[config.mk]
export PLATFORM = sky130hd
export DESIGN_NAME = prism_sit_load_seq
export DESIGN_NICKNAME = d
export VERILOG_FILES = /design/src/rtl/prism_sit_load_seq.sv
export SDC_FILE = /design/constraint.sdc
export NUM_CORES = 1
export LEC_CHECK = 0
export ABC_AREA = 1
export CORE_MARGIN = 2
export CORE_UTILIZATION = 35
export CTS_CLUSTER_SIZE = 40
export DETAILED_ROUTE_END_ITERATION = 8
export DONT_BUFFER_PORTS = 1
export PLACE_DENSITY = 0.51
export SLEW_MARGIN = 25
export SYNTH_ARGS = -nofsm -noshare
export SYNTH_HDL_FRONTEND = slang
export SYNTH_SLANG_ARGS = --single-unit
export TNS_END_PERCENT = 100
[constraint.sdc]
create_clock -name clk -period 1.95 [get_ports clk]
set_input_delay 0.39 -clock clk [delete_from_list [all_inputs] [get_ports clk]]
set_output_delay 0.39 -clock clk [all_outputs]
set_load 0.01 [all_outputs]
[src/rtl/prism_sit_load_seq.sv]
// prism_sit_load_seq: packs a 32-bit word stream into SIT entries (low word
// to 0x10, high word to 0x14) and arbitrates the SIT debug bus against the
// host debug port. Host writes are dropped while a load owns the bus.
module prism_sit_load_seq #(
  parameter int WIDTH = 80,
  parameter int DEPTH = 4,
  parameter int CW    = $clog2(DEPTH + 1)
) (
  input  logic          clk,
  input  logic          rst_n,
  input  logic          start,
  input  logic          abort,
  input  logic          s_valid,
  input  logic [31:0]   s_data,
  output logic          s_ready,
  input  logic          cfg_busy,
  input  logic [5:0]    h_addr,
  input  logic          h_wr,
  input  logic [31:0]   h_wdata,
  output logic          h_stall,
  output logic [5:0]    debug_addr,
  output logic          debug_wr,
  output logic [31:0]   debug_wdata,
  output logic          active,
  output logic          done,
  output logic          error,
  output logic [CW-1:0] entry_cnt
);

  // Only WIDTH-32 bits of the high word are meaningful; the rest are zeroed.
  localparam int          HI_BITS = (WIDTH - 32 >= 32) ? 32 : WIDTH - 32;
  localparam logic [31:0] HI_MASK = (HI_BITS >= 32) ? 32'hFFFF_FFFF
                                                    : ((32'd1 << HI_BITS) - 32'd1);
  localparam logic [CW-1:0] LAST_CNT = CW'(DEPTH);
  localparam logic [5:0]    ADDR_LO  = 6'h10;
  localparam logic [5:0]    ADDR_HI  = 6'h14;

  typedef enum logic [2:0] {
    IDLE      = 3'd0,
    GET_LO    = 3'd1,
    GET_HI    = 3'd2,
    SETTLE    = 3'd3,
    WAIT_BUSY = 3'd4,
    DONE      = 3'd5
  } state_t;

  state_t        r_state;
  logic          r_seq_wr;
  logic [5:0]    r_addr;
  logic [31:0]   r_wdata;
  logic          r_settle;
  logic          r_done;
  logic          r_error;
  logic [CW-1:0] r_entry_cnt;

  logic          w_active;
  logic          w_accept;
  logic [CW-1:0] w_cnt_nxt;

  assign w_active  = (r_state == GET_LO) || (r_state == GET_HI) ||
                     (r_state == SETTLE) || (r_state == WAIT_BUSY);
  // The high word waits out the cycle in which the low-word write is on the bus.
  assign s_ready   = ((r_state == GET_LO) && !cfg_busy) ||
                     ((r_state == GET_HI) && !cfg_busy && !r_seq_wr);
  assign w_accept  = s_valid && s_ready;
  assign w_cnt_nxt = r_entry_cnt + CW'(1);

  // Load sequencer: state, write issue registers and status flags.
  always_ff @(posedge clk or negedge rst_n) begin
    if (!rst_n) begin
      r_state     <= IDLE;
      r_seq_wr    <= 1'b0;
      r_addr      <= '0;
      r_wdata     <= '0;
      r_settle    <= 1'b0;
      r_done      <= 1'b0;
      r_error     <= 1'b0;
      r_entry_cnt <= '0;
    end else begin
      r_seq_wr <= 1'b0;
      if (w_active && abort) begin
        // Cancel: any accept this cycle is discarded, count is kept for software.
        r_state <= IDLE;
        r_error <= 1'b1;
      end else begin
        case (r_state)
          IDLE, DONE: begin
            if (start) begin
              r_state     <= GET_LO;
              r_entry_cnt <= '0;
              r_done      <= 1'b0;
              r_error     <= 1'b0;
            end
          end
          GET_LO: begin
            if (w_accept) begin
              r_seq_wr <= 1'b1;
              r_addr   <= ADDR_LO;
              r_wdata  <= s_data;
              r_state  <= GET_HI;
            end
          end
          GET_HI: begin
            if (w_accept) begin
              r_seq_wr <= 1'b1;
              r_addr   <= ADDR_HI;
              r_wdata  <= s_data & HI_MASK;
              r_settle <= 1'b0;
              r_state  <= SETTLE;
            end
          end
          SETTLE: begin
            // Two blind cycles give the loader time to raise its busy flag.
            if (r_settle) r_state <= WAIT_BUSY;
            else          r_settle <= 1'b1;
          end
          WAIT_BUSY: begin
            if (!cfg_busy) begin
              r_entry_cnt <= w_cnt_nxt;
              if (w_cnt_nxt == LAST_CNT) begin
                r_state <= DONE;
                r_done  <= 1'b1;
              end else begin
                r_state <= GET_LO;
              end
            end
          end
          default: r_state <= IDLE;
        endcase
      end
    end
  end

  // Bus ownership follows the load; the host sees the SIT only when idle.
  assign debug_addr  = w_active ? r_addr   : h_addr;
  assign debug_wr    = w_active ? r_seq_wr : h_wr;
  assign debug_wdata = w_active ? r_wdata  : h_wdata;
  assign h_stall     = w_active && h_wr;

  assign active    = w_active;
  assign done      = r_done;
  assign error     = r_error;
  assign entry_cnt = r_entry_cnt;

endmodule

# [After elaboration in Yosys (flattened, before gate mapping)]
# Cells that the tools add are included.
[word_totals] output_inout_bits=47 regBits=48
[classes] addsub=1 n_eq_ne=16 bitwise_logic=1 n_mux=28 reduce_logical=27
[ops] op="32-bit two-way mux" count=1
[ops] op="3-bit two-way mux" count=9
[ops] op="6-bit two-way mux" count=3
[ops] op="3-bit case mux with 5 select lines" count=1
[ops] op="3-bit by 2-bit != test with 1-bit output (second input constant)" count=4
[ops] op="6-bit case mux with 2 select lines" count=1
[ops] op="1-bit two-way mux" count=10
[ops] op="5-bit AND reduction" count=2
[ops] op="2-bit nonzero test" count=5
[ops] op="3-bit equality test (second input constant)" count=3
[ops] op="2-bit != test (second input constant)" count=4
[ops] op="4-bit AND reduction" count=2
[ops] op="3-bit by 2-bit equality test with 1-bit output (second input constant)" count=2
[ops] op="1-bit logical AND" count=6
[ops] op="3-bit case mux with 2 select lines" count=1
[ops] op="3-bit AND reduction" count=2
[ops] op="1-bit logical OR" count=4
[ops] op="1-bit case mux with 2 select lines" count=2
[ops] op="2-bit OR reduction" count=2
[ops] op="3-bit by 1-bit adder with 3-bit output (second input constant)" count=1
[ops] op="3-bit by 1-bit equality test with 1-bit output (second input constant)" count=1
[ops] op="3-bit zero test" count=1
[ops] op="3-bit != test (second input constant)" count=1
[ops] op="1-bit zero test" count=2
[ops] op="other kinds (3)" count=3

# [Longest topological paths before layout]
# Gate-level depths: netlist of the first run.
[depth] depth_word=8 depth_mapped=11

# [Worst setup path after synthesis of the first run]
# Ideal clock, no wire load.
[synth_path] path_kind="reg-to-output" startpoint="reg r_state[2]" endpoint="out debug_wdata[16]" arrival_ns=1.283 path_stages_with_launch=7 n_path_buf=1 slack_ns=0.277 path_cell_list="dfrtp_1 -> nor2_4 -> inv_1 -> nand3_2 -> clkbuf_1 -> nand2_1 -> nand2_1"
[synth_between] elab_chain_len=5 elab_cells_between_ends=8
[synth_rtl] element="from (decl)" line_no="47" text="state_t r_state;"
[synth_rtl] element="from (signal assigned)" line_no="71" text="r_state <= IDLE;"
[synth_rtl] element="from (signal assigned)" line_no="83" text="r_state <= IDLE;"
[synth_rtl] element="from (signal assigned)" line_no="89" text="r_state <= GET_LO;"
[synth_rtl] element="3-bit by 1-bit equality test with 1-bit output or 3-bit by 2-bit equality test with 1-bit output (tied branches)" line_no="60" text="assign w_active = (r_state == GET_LO) || (r_state == GET_HI) ||"
[synth_rtl] element="1-bit logical OR (2 in series)" line_no="60"
[synth_rtl] element="1-bit logical OR *" line_no="61" text="(r_state == SETTLE) || (r_state == WAIT_BUSY);"
[synth_rtl] element="via active" line_no="24" text="output logic active,"
[synth_rtl] element="32-bit two-way mux *" line_no="137" text="assign debug_wdata = w_active ? r_wdata : h_wdata;"
[synth_rtl] element="to (decl)" line_no="23" text="output logic [31:0] debug_wdata,"
# Mark *: on every way through the listed nets, which the timed path passes. The rest lies on a longest branch.

# [Worst setup path in the final report of the first run]
[layout_path] startpoint="reg r_state[0]" endpoint="out debug_wr"
[layout_between] elab_chain_len=5 elab_cells_between_ends=8
[layout_rtl] element="3-bit by 1-bit equality test with 1-bit output or 3-bit by 2-bit equality test with 1-bit output (tied branches)" line_no="60"
[layout_rtl] element="1-bit logical OR (2 in series)" line_no="60"
[layout_rtl] element="1-bit logical OR *" line_no="61"
[layout_rtl] element="1-bit two-way mux *" line_no="136" text="assign debug_wr = w_active ? r_seq_wr : h_wr;"
[layout_rtl] element="to (decl)" line_no="22" text="output logic debug_wr,"
# Mark *: on every way between the ends. The rest lies on a longest branch, timed or not.

==> flow_summary.ini, run 1 <==
[clocking]
clock-root-buffer = clkbuf_8
cts-htree-levels = 2
tritoncts = done
clkLatencyLatePin_ps = 290
cts_buffer_depth = 2
clk_pin_slew_ps = 80
numClockSinks = 44
numCtsBuffers = 5

[floorplan]
initial_core_util_pct = 36.6
die_h_um = 86.0
die_w_um = 86.0
num_io_pins = 124
dieArea_um2 = 7390
core_region_area_um2 = 6420
num_rows = 29

[detailed_routing]
vias = 2064
vias_per_cell = 4.76
wl_per_cell_um = 13.0
ant_nets = 0
drc_errors = 0
drt-pass1-iter-count = 5
first_iter_violations = 65
drt_wl_total_um = 5660

[finish]
multiInputGateArea_um2 = 1160
nets = 435
drive_gt1_share_pct = 17.4
syn_to_final_growth_pct = 17.9
finish.instance_area_um2 = 2770
insertedDiodeCount = 0
register_area_um2 = 1100
fillers = 707

[pwr]
p_clk_share_pct = 13.1
p_leak_nw = 1.57
p_sw_share_pct = 44.5
power.density_nw_per_um2 = 1600
peakVddDrop_uv = 532
p_int_mw = 2.46
p_switching_mw = 1.97
sequentialPowerShare_pct = 34.2
pwr-share-comb_pct = 52.7

[synth]
async_reset_ff_share_pct = 100
ys_seq_area_share_pct = 46.8
yosys_warnings = 0
syn_inst = 341
synth_seq_cells = 44
synth_ff_type = dfrtp_1
avgSynthCellArea_um2 = 6.89
synth_edf_count = 0
synth_fp_nets = 420
syn_area_um2 = 2350
synth_cell_types = 19

[worst_setup_path]
worst_path_most_repeated_cell = nand3_4
r2r-start = r_state[1]
end_kind = output port
cp_data_required_time_ps = 1560
arrival_ps = 1530
worstPathMaxFanout = 21
critPathLaunch = r_state[0]
worstPathCellList = inv_4 -> nand3_4 -> nand3_4 -> buf_12 -> nand2_2 -> o21ai_1 -> buf_4
timing_worst_setup_path_type = flop to output port
cp-start-kind = flop
cpMaxStageDelayCell = dfrtp_2
slowest_delay_ps = 450

[status]
status = complete, no violations

[sta]
finalHoldViolCount = 0
timing.final.ws_setup_ps = 33.0
slew_headroom_pct = 74.4
finalSetupTns_ps = 0
min_period_ps = 1920
max_clock_freq_mhz = 522
skew_ps = 2.78
finalSetupViolCount = 0
hold_ws_ps = 206
drv_slew = 0
rsz0062_at_grt = true
worst_pin_slew_ps = 379
finalCritPeriodShare_pct = 98.3

[placement]
placed_area_um2 = 2460
port_buffers = 0
post-place-ws_ps = 151
place_hpwl_um = 3920
routabilityCongestion = 0.784

[worst_hold_path]
hp-class = primary input to flop
hold_start = s_data[17]

[grt]
overflow = 0
antenna_found_initial = 0
groute.usage.overall_pct = 15.0
grt_pass1_vias = 1923
grt_pass1_wl_um = 8760
grt_max_degree = 45

[run]
max_cap_viol_count = 0
## final cells by class
class	instances	area share [%]
Inverter	20	3.25
Timing Repair Buffer	21	8.49
Tap cell	77	3.48
Clock buffer	8	3.25
Sequential cell	44	39.8
Multi-Input combinational cell	264	41.7
## logic make-up (layout without fill, tap and decap cells)
kind of cell               count (synthesis)  after routing  share of synthesized area (%)
and+or+nand+nor                          254            254                           43.6
DFF                                       44             44                           46.8
buffers and inverters                     33             49                           6.65
AOI/OAI and AO/OA                          8              8                           1.81
adders and majority gates                  2              2                           1.06
## routing by layer
| layer | vias to the layer above | global-route usage, % | wire length [µm] |
|---|---|---|---|
| li1 | 1057 | - | - |
| met5 | - | 0 | 0 |
| met1 | 934 | 19.3 | 2540 |
| met4 | 0 | 4.33 | 58 |
| met3 | 6 | 3.95 | 349 |
| met2 | 67 | 24.9 | 2720 |
## power groups by stage
| stage | registers [mW] | clock network [mW] | logic (mW) |
|---|---|---|---|
| detailed placement | 1.52 | 0 | 1.93 |
| global route | 1.58 | 0.649 | 2.63 |
| global placement | 1.52 | 0 | 1.91 |
| CTS | 1.51 | 0.609 | 2.17 |
| finish | 1.52 | 0.580 | 2.33 |
| floorplan | 1.47 | 0 | 1.53 |
## Yosys cell counts, types with 2 or more instances
cell	instances	area (µm²)
inv_1	15	56.3
nor2_4	2	22.5
buf_6	3	33.8
dfrtp_1	44	1100
nand3_1	6	30.0
o21ai_0	7	35.0
inv_2	4	15.0
nand2_1	227	852
nand4_1	5	31.3
nand3_2	3	30.0
clkbuf_1	4	15.0
nor2_1	8	30.0
buf_2	6	30.0
ha_1	2	25.0
## state kept, by name, indices dropped and copies added, names as in the netlist
register and cells:
entry_cnt 3, r_addr 2, r_wdata 32, error 1, done 1, r_settle 1
r_seq_wr 1, r_state 3
## final timing paths
check	endpoint	slack, ps	cells after the start
max in group asynchronous	r_state[2]	1120	2
worst min register to register	r_addr[4]	470	2
worst max-delay path	debug_wr	30	7
min in group asynchronous	entry_cnt[0]	590	2
worst max register to register	r_wdata[3]	320	10
worst min-delay path	r_wdata[17]	210	2
## critical path: cells and delay by family (launching register included)
kind            cells  cell delay (ps)
buf+inv             3              390
flops               1              450
simple gates        3              330
compound gates      1               60
## through the flow
step / total power [mW] / std cells / util (%)
after floorplan: 3.00 / 341 / -
after global placement: 3.43 / 415 / 38.2
after detailed placement: 3.45 / 415 / 38.2
after CTS: 4.29 / 430 / 41.8
after global routing: 4.86 / 434 / 43.2
final: 4.43 / 434 / 43.2
## what timing repair did
item | 4_1_cts | 5_1_grt
cloned | 0 | 1
hold endpoints to repair | 44 | 0
setup endpoints to repair | 40 | 40
buffers inserted | 5 | 3
hold buffers | 2 | 0
gates resized for setup | 21 | 17
pin swaps | 1 | 1
## layout by cell type (no fill, tap or decap), drive strengths merged
cell / n
o21ai: 7
dfrtp: 44
nor2: 10
or2: 1
clkbuf: 9
nand4: 5
nand3: 10
o21a: 1
nand2: 228
ha: 2
dlygate4sd3: 1
buf: 19
inv: 20
(Power assumes the default switching activity.)
==> run 2, diff against run 1 <==
Settings changed: SETUP_SLACK_MARGIN set to 0.05.
==> run 2 against run 1 <==
The flow now finishes with violations (setup timing). Design area increased by 21%. Clock skew increased by 1.4 ps. Sequential share of layout area decreased by 6.9 points. Non-clock buffer count grew 14. Critical path type unchanged.
==> flow_summary.ini, run 2 (synthesis gave the netlist of run 1 again) <==
[detailed_routing]
ant_nets = 0
drt-pass1-iter-count = 4
drt_wl_total_um = 6480
vias = 2174
drc_errors = 0
wl_per_cell_um = 14.4
vias_per_cell = 4.84
first_iter_violations = 75

[finish]
top_register = r_wdata
nets = 450
drive_gt1_share_pct = 36.6
fillers = 648
register_area_um2 = 1100
syn_to_final_growth_pct = 42.6
finish.instance_area_um2 = 3350
insertedDiodeCount = 0
post-route-util_pct = 52.2
fin_cells = 449
final_common_cell = nand2_1
multiInputGateArea_um2 = 1500
final_cell_mix = nand2_1 (156), dfrtp_1 (42), nand2_2 (38)
largest_reg_flops = 32

[worst_setup_path]
worstPathMaxFanout = 7
r2r-start = r_state[1]
timing_worst_setup_path_type = flop to output port
critPathLaunch = r_state[1]
r2r_slack_ps = 150
arrival_ps = 1570
end_kind = output port
cp_data_required_time_ps = 1560
cp-start-kind = flop

[grt]
grt_pass1_vias = 2075
overflow = 0
grt_max_degree = 45
grt_pass1_wl_um = 9740
groute.usage.overall_pct = 16.8
antenna_found_initial = 0

[pwr]
p_leak_nw = 1.85
sequentialPowerShare_pct = 27.8
p_sw_share_pct = 45.4
peakVddDrop_uv = 591
p_clk_share_pct = 10.1
p_switching_mw = 2.65
total_power_mw = 5.83
pwr-share-comb_pct = 62.1
p_int_mw = 3.19
power.density_nw_per_um2 = 1740

[placement]
placed_area_um2 = 2460
place_hpwl_um = 3920
routabilityCongestion = 0.784
post-place-ws_ps = 151
port_buffers = 0
dp_cells = 415

[floorplan]
die_h_um = 86.0
num_io_pins = 124
initial_core_util_pct = 36.6
core_region_area_um2 = 6420
dieArea_um2 = 7390
die_w_um = 86.0
num_rows = 29

[run]
max_cap_viol_count = 0

[sta]
finalSetupViolCount = 1
max_clock_freq_mhz = 510
skew_ps = 4.15
finalCritPeriodShare_pct = 100
slew_headroom_pct = 75.0
worst_pin_slew_ps = 371
min_period_ps = 1960
finalHoldViolCount = 0
rsz0062_at_grt = true
timing.final.ws_setup_ps = -9.04
drv_slew = 0

[clocking]
cts_buffer_depth = 2
tritoncts = done
cts-htree-levels = 2
clock-root-buffer = clkbuf_8
clk_pin_slew_ps = 80
numCtsBuffers = 5
clkLatencyLatePin_ps = 290
numClockSinks = 44

[status]
status = finished with violations
failed_checks = setup timing

[worst_hold_path]
hold_start = s_data[17]
hp-class = primary input to flop
-- run 2: changes by cell type in the layout (fill, tap and decap cells not counted), sizes merged --
cell    previous run  this run
clkinv             0         1
buf               19        32
clkbuf             9        10
-- run 2: stage by stage --
step | hold WS [ps] | setup TNS (ps)
finish | 204 | -9.04
global route | 199 | -837
CTS | 195 | -4.50
detailed placement | 95.6 | 0
global placement | 95.5 | 0
floorplan | 94.4 | 0
-- run 2: final cells by class --
class | instances | share of cell area [%]
Tap cell | 77 | 2.87
Timing Repair inverter | 1 | 0.485
Timing Repair Buffer | 35 | 13.7
Inverter | 20 | 2.69
Multi-Input combinational cell | 264 | 44.7
Sequential cell | 44 | 32.9
Clock buffer | 8 | 2.69
-- run 2: worst paths after layout --
kind / endpoint / cells past startpoint
setup / recovery: debug_wr / 9
hold / removal: r_wdata[17] / 2
setup reg to reg: entry_cnt[2] / 12
hold reg to reg: r_settle / 2
max in group asynchronous: r_state[2] / 2
min in group asynchronous: done / 2
-- run 2: worst max-delay path, cell delays in order (launching register included) --
cell	delay, ps
dfrtp_1	410
inv_4	90
nor2_4	50
inv_2	60
nand3_4	130
buf_12	170
buf_12	140
nand2_4	50
o21ai_2	40
buf_4	130
-- run 2: what timing repair did --
item,4_1_cts,5_1_grt
hold buffers,2,0
gates cloned,4,2
pin swaps,18,15
endpoints found under the hold margin,44,0
buffers inserted,15,4
gates resized for setup,86,61
setup endpoints to repair,40,41
-- run 2: power groups by stage --
stage	clock [mW]	sequential, mW	combinational (mW)
floorplan	0	1.47	1.53
finish	0.590	1.62	3.62
global placement	0	1.52	1.91
global route	0.662	1.68	3.93
detailed placement	0	1.52	1.93
CTS	0.609	1.56	3.09
-- run 2: routing by layer --
layer | up-vias | part of all wire (%) | track usage, % | routed length, µm
met2 | 70 | 50 | 28.5 | 3240
met5 | - | 0 | 0 | 0
met1 | 1006 | 43 | 21.4 | 2820
met3 | 8 | 5.4 | 3.95 | 349
li1 | 1090 | - | - | -
met4 | 0 | 1.1 | 4.76 | 73
